--- src/rtl/gwaihirs_button_counter.sv ---
// Push-button front end: synchronisers, debouncer, press edge detector
// and a wrapping up/down counter with step and wrap strobes.
module gwaihirs_button_counter #(
  parameter int WIDTH           = 8,
  parameter int SYNC_STAGES     = 2,
  parameter int DEBOUNCE_CYCLES = 4
) (
  input  logic             clk,
  input  logic             rst,
  input  logic             btn_in,
  input  logic             dir_in,
  input  logic             clr_in,
  input  logic             en,
  output logic [WIDTH-1:0] count,
  output logic             step_pulse,
  output logic             wrap
);

  localparam int DBW = $clog2(DEBOUNCE_CYCLES + 1);
  localparam logic [DBW-1:0] DB_LAST = DBW'(DEBOUNCE_CYCLES - 1);

  logic [SYNC_STAGES-1:0] btn_sync;
  logic [SYNC_STAGES-1:0] dir_sync;
  logic [SYNC_STAGES-1:0] clr_sync;
  logic                   btn_s;
  logic                   dir_s;
  logic                   clr_s;
  logic                   btn_db;
  logic                   btn_db_q;
  logic [DBW-1:0]         db_cnt;
  logic                   press;
  logic                   at_max;
  logic                   at_min;

  assign btn_s  = btn_sync[SYNC_STAGES-1];
  assign dir_s  = dir_sync[SYNC_STAGES-1];
  assign clr_s  = clr_sync[SYNC_STAGES-1];
  assign press  = btn_db & ~btn_db_q;
  assign at_max = &count;
  assign at_min = ~|count;

  always_ff @(posedge clk) begin
    if (rst) begin
      btn_sync <= '0;
      dir_sync <= '0;
      clr_sync <= '0;
    end else begin
      btn_sync <= {btn_sync[SYNC_STAGES-2:0], btn_in};
      dir_sync <= {dir_sync[SYNC_STAGES-2:0], dir_in};
      clr_sync <= {clr_sync[SYNC_STAGES-2:0], clr_in};
    end
  end

  // New level must hold DEBOUNCE_CYCLES consecutive cycles to be taken
  always_ff @(posedge clk) begin
    if (rst) begin
      btn_db   <= 1'b0;
      btn_db_q <= 1'b0;
      db_cnt   <= '0;
    end else begin
      btn_db_q <= btn_db;
      if (btn_s == btn_db) begin
        db_cnt <= '0;
      end else if (db_cnt == DB_LAST) begin
        btn_db <= btn_s;
        db_cnt <= '0;
      end else begin
        db_cnt <= db_cnt + 1'b1;
      end
    end
  end

  always_ff @(posedge clk) begin
    if (rst) begin
      count      <= '0;
      step_pulse <= 1'b0;
      wrap       <= 1'b0;
    end else begin
      step_pulse <= press;
      wrap       <= 1'b0;
      if (clr_s) begin
        count <= '0;
      end else if (press && en) begin
        if (dir_s) begin
          count <= count + WIDTH'(1);
          wrap  <= at_max;
        end else begin
          count <= count - WIDTH'(1);
          wrap  <= at_min;
        end
      end
    end
  end

endmodule

--- config.mk ---
export PLATFORM = sky130hd
export DESIGN_NAME = gwaihirs_button_counter
export DESIGN_NICKNAME = d
export VERILOG_FILES = /design/src/rtl/gwaihirs_button_counter.sv
export SDC_FILE = /design/constraint.sdc
export NUM_CORES = 1
export LEC_CHECK = 0
export CORE_ASPECT_RATIO = 1.2
export CORE_MARGIN = 3
export CORE_UTILIZATION = 32
export CTS_BUF_LIST = sky130_fd_sc_hd__clkbuf_8
export CTS_CLUSTER_SIZE = 25
export DETAILED_ROUTE_END_ITERATION = 8
export GPL_ROUTABILITY_DRIVEN = 0
export MAX_ROUTING_LAYER = met4
export PLACE_DENSITY = 0.5
export SLEW_MARGIN = 20
export SYNTH_ARGS = -nofsm -noshare
export SYNTH_HDL_FRONTEND = slang
export SYNTH_SLANG_ARGS = --single-unit
--- constraint.sdc ---
create_clock -name clk -period 2.4 [get_ports clk]
set_clock_uncertainty 0.2 [all_clocks]
set_input_delay 0.48 -clock clk [delete_from_list [all_inputs] [get_ports clk]]
set_output_delay 0.48 -clock clk [all_outputs]
set_load 0.01 [all_outputs]
==> flow_metrics.env <==
export IMPL_synth_flop_cell="dfxtp_1"
export IMPL_drive_gt1_share_pct=9.30
export IMPL_grt_start_max_net_pins=13
export IMPL_cts_inserted_buffers=3
export IMPL_r2r_slack_ns=0.15
export IMPL_pre_cts_slack_ns=0.132
export IMPL_diodes=0
export IMPL_synth_commonest_cells="dfxtp_1, nand2_1, nor2_1"
export IMPL_yosys_area_top_type="dfxtp_1"
export IMPL_ys_seq_elements=21
export IMPL_start_util_pct=34.7
export IMPL_synth_mux_area_share_pct=1.98
export IMPL_worst_ep_required_time_ns=2.35
export IMPL_worstPathArrival_ns=2.20
export IMPL_synth_adder_area_share_pct=11.9
export IMPL_status="finished clean"
export IMPL_ir_worst_vdd_mv=0.330
export IMPL_finalCoreUtilization_pct=43.2
export IMPL_finalWorstPathRequiredPeriod_ns=2.25
export IMPL_dp_hpwl_mm=1.58
export IMPL_fp_dieW_um=57.3
export IMPL_syn_mean_instance_area_um2=9.12
export IMPL_remaining_drc_errors=0
export IMPL_antenna_found_initial=0
export IMPL_hold_path_class="reg -> reg"
export IMPL_max_slew_worst_pin_slew_ns=0.346
export IMPL_synth_compound_area_share_pct=13.5
export IMPL_core_area_mm2=0.00292
export IMPL_yosysMostFrequentCell="dfxtp_1"
export IMPL_cp_end_kind="flop"
export IMPL_cts_hold_buf=0
export IMPL_period_share_pct=93.5
export IMPL_crit_type="reg -> reg"
export IMPL_yosysWarnings=0
export IMPL_synth_xor_area_share_pct=4.33
export IMPL_ioPinCount=16
export IMPL_dr_pass1_iters=4
export IMPL_dieHeight_um=67.6
export IMPL_grt_pass1_vias=839
export IMPL_ctsHtreeMaxLevel=1
export IMPL_rsz0062_at_grt="no"
export IMPL_ys_types=31
export IMPL_synth_area_leaders="dfxtp_1, ha_1, nand2_1, nor2b_1, xnor2_1"
export IMPL_syn_cell_area_mm2=0.00101
export IMPL_cts_resized=0
export IMPL_track_usage_pct=12.4
export IMPL_wire_per_inst_um=13.0
export IMPL_clkTransAtPathRegs_ns=0.08
export IMPL_num_vias=851
export IMPL_synthCells=111
export IMPL_clk_latency_ns=0.26
export IMPL_grt_pass1_wl_mm=3.66
export IMPL_cts_tree="done"
export IMPL_root_buffer="clkbuf_8"
export IMPL_cts_buffer_depth=2
export IMPL_dieArea_mm2=0.00388
export IMPL_grt_ovfl_total=0
export IMPL_power_density_mw_per_mm2=502
export IMPL_cap_viol_max_count=0
export IMPL_syn2layout_area_growth_pct=24.4
export IMPL_tns_ns=0
export IMPL_num_rows=21
export IMPL_final_nets=145
export IMPL_postCtsSetupBuffers=0
export IMPL_viasPerCell=5.22
export IMPL_synth_edf_count=0
export IMPL_drt_total_wl_mm=2.11
export IMPL_finalPower_uw=631
export IMPL_leakage_nw=0.486
export IMPL_setup_viol=0
export IMPL_fin_ws_ns=0.155
export IMPL_drt_iter0_drc=28
export IMPL_finalHoldViolations=0
export IMPL_seq_area_frac_synth_pct=41.5
export IMPL_drv_slew=0
export IMPL_port_buffers=15
export IMPL_synthArstFlopShare_pct=0
export IMPL_yosys_area_share_simple_pct=23.4
export IMPL_hold_ws_ns=0.220
export IMPL_synth_top_cell_area_share_pct=41.5
export IMPL_relSlewSlack_pct=76.9
export IMPL_crit_path_max_fanout=7
export IMPL_ant_nets=0
export IMPL_cts_sinks=21
export IMPL_fmax_ghz=0.445
export IMPL_synth_top_family_by_area="simple AND/OR/NAND/NOR gates"
export IMPL_start_kind="flop"
export IMPL_synth_net_count=126
-- registers in the layout (all words and copies together), names as in the netlist --
name / count
count: 8
db_cnt: 3
btn_sync: 2
clr_sync: 2
dir_sync: 2
btn_db: 1
btn_db_q: 1
step_pulse: 1
wrap: 1
-- critical path: stages (launching register included) --
cell     delay, ns
dfxtp_1       0.40
inv_1         0.16
fa_1          0.44
a21o_1        0.19
a21oi_2       0.19
o21ai_2       0.09
mux2i_1       0.12
a311o_2       0.35
-- kinds of logic after synthesis --
kind of cell | count (synthesis)
AOI/OAI and AO/OA | 21
xor gates and xnor gates | 5
adders and majority gates | 9
buffers and inverters | 7
DFF | 21
muxes | 2
and+or+nand+nor | 46
-- per-stage QoR --
| step | std cells | cell area [um2] |
|---|---|---|
| 3_3_place_gp | 159 | 1200 |
| 6_report | 163 | 1260 |
| 4_1_cts | 163 | 1250 |
| 3_5_place_dp | 159 | 1200 |
| 5_1_grt | 163 | 1260 |
| 2_1_floorplan | 111 | 1010 |
-- layer usage --
layer	routed length, um	part of all wire [%]	track usage [%]	vias to the layer above
met5	0	0	-	-
met4	51	2.4	6.38	0
met3	97	4.6	2.49	6
met2	1030	49	20.5	20
met1	933	44	14.2	399
li1	-	-	-	426
-- power by group --
part	internal (mW)	leakage [nW]	switching [mW]
combinational	0.0190	0.290	0.0195
clock	0.116	0.0255	0.122
sequential	0.353	0.170	0.00208
-- final cells by class --
type,instances,area [um2]
Timing Repair Buffer,17,165
Clock inverter,1,5.00
Clock buffer,3,41.3
Inverter,4,15.0
Tap cell,34,42.5
Fill cell,310,1660
Sequential cell,21,420
Multi-Input combinational cell,83,569
-- cells in the final DEF (no fill, tap or decap), types with 4 or more instances in the layout --
cell type | netlist | routed
a21oi_1 | 8 | 6
xnor2_1 | 5 | 5
nor2_1 | 9 | 9
clkdlybuf4s50_1 | 0 | 15
nor2b_1 | 7 | 7
dfxtp_1 | 21 | 21
inv_1 | 4 | 4
nand2_1 | 12 | 12
ha_1 | 8 | 8
-- worst paths after layout --
path	startpoint	endpoint	depth (start not counted)
worst max-delay path	dir_sync[1]	count[6]	7
worst min-delay path	db_cnt[0]	db_cnt[0]	1
worst max register to register	dir_sync[1]	count[6]	7
worst min register to register	db_cnt[0]	db_cnt[0]	1
No activity file was read; power rests on OpenSTA's default activity.
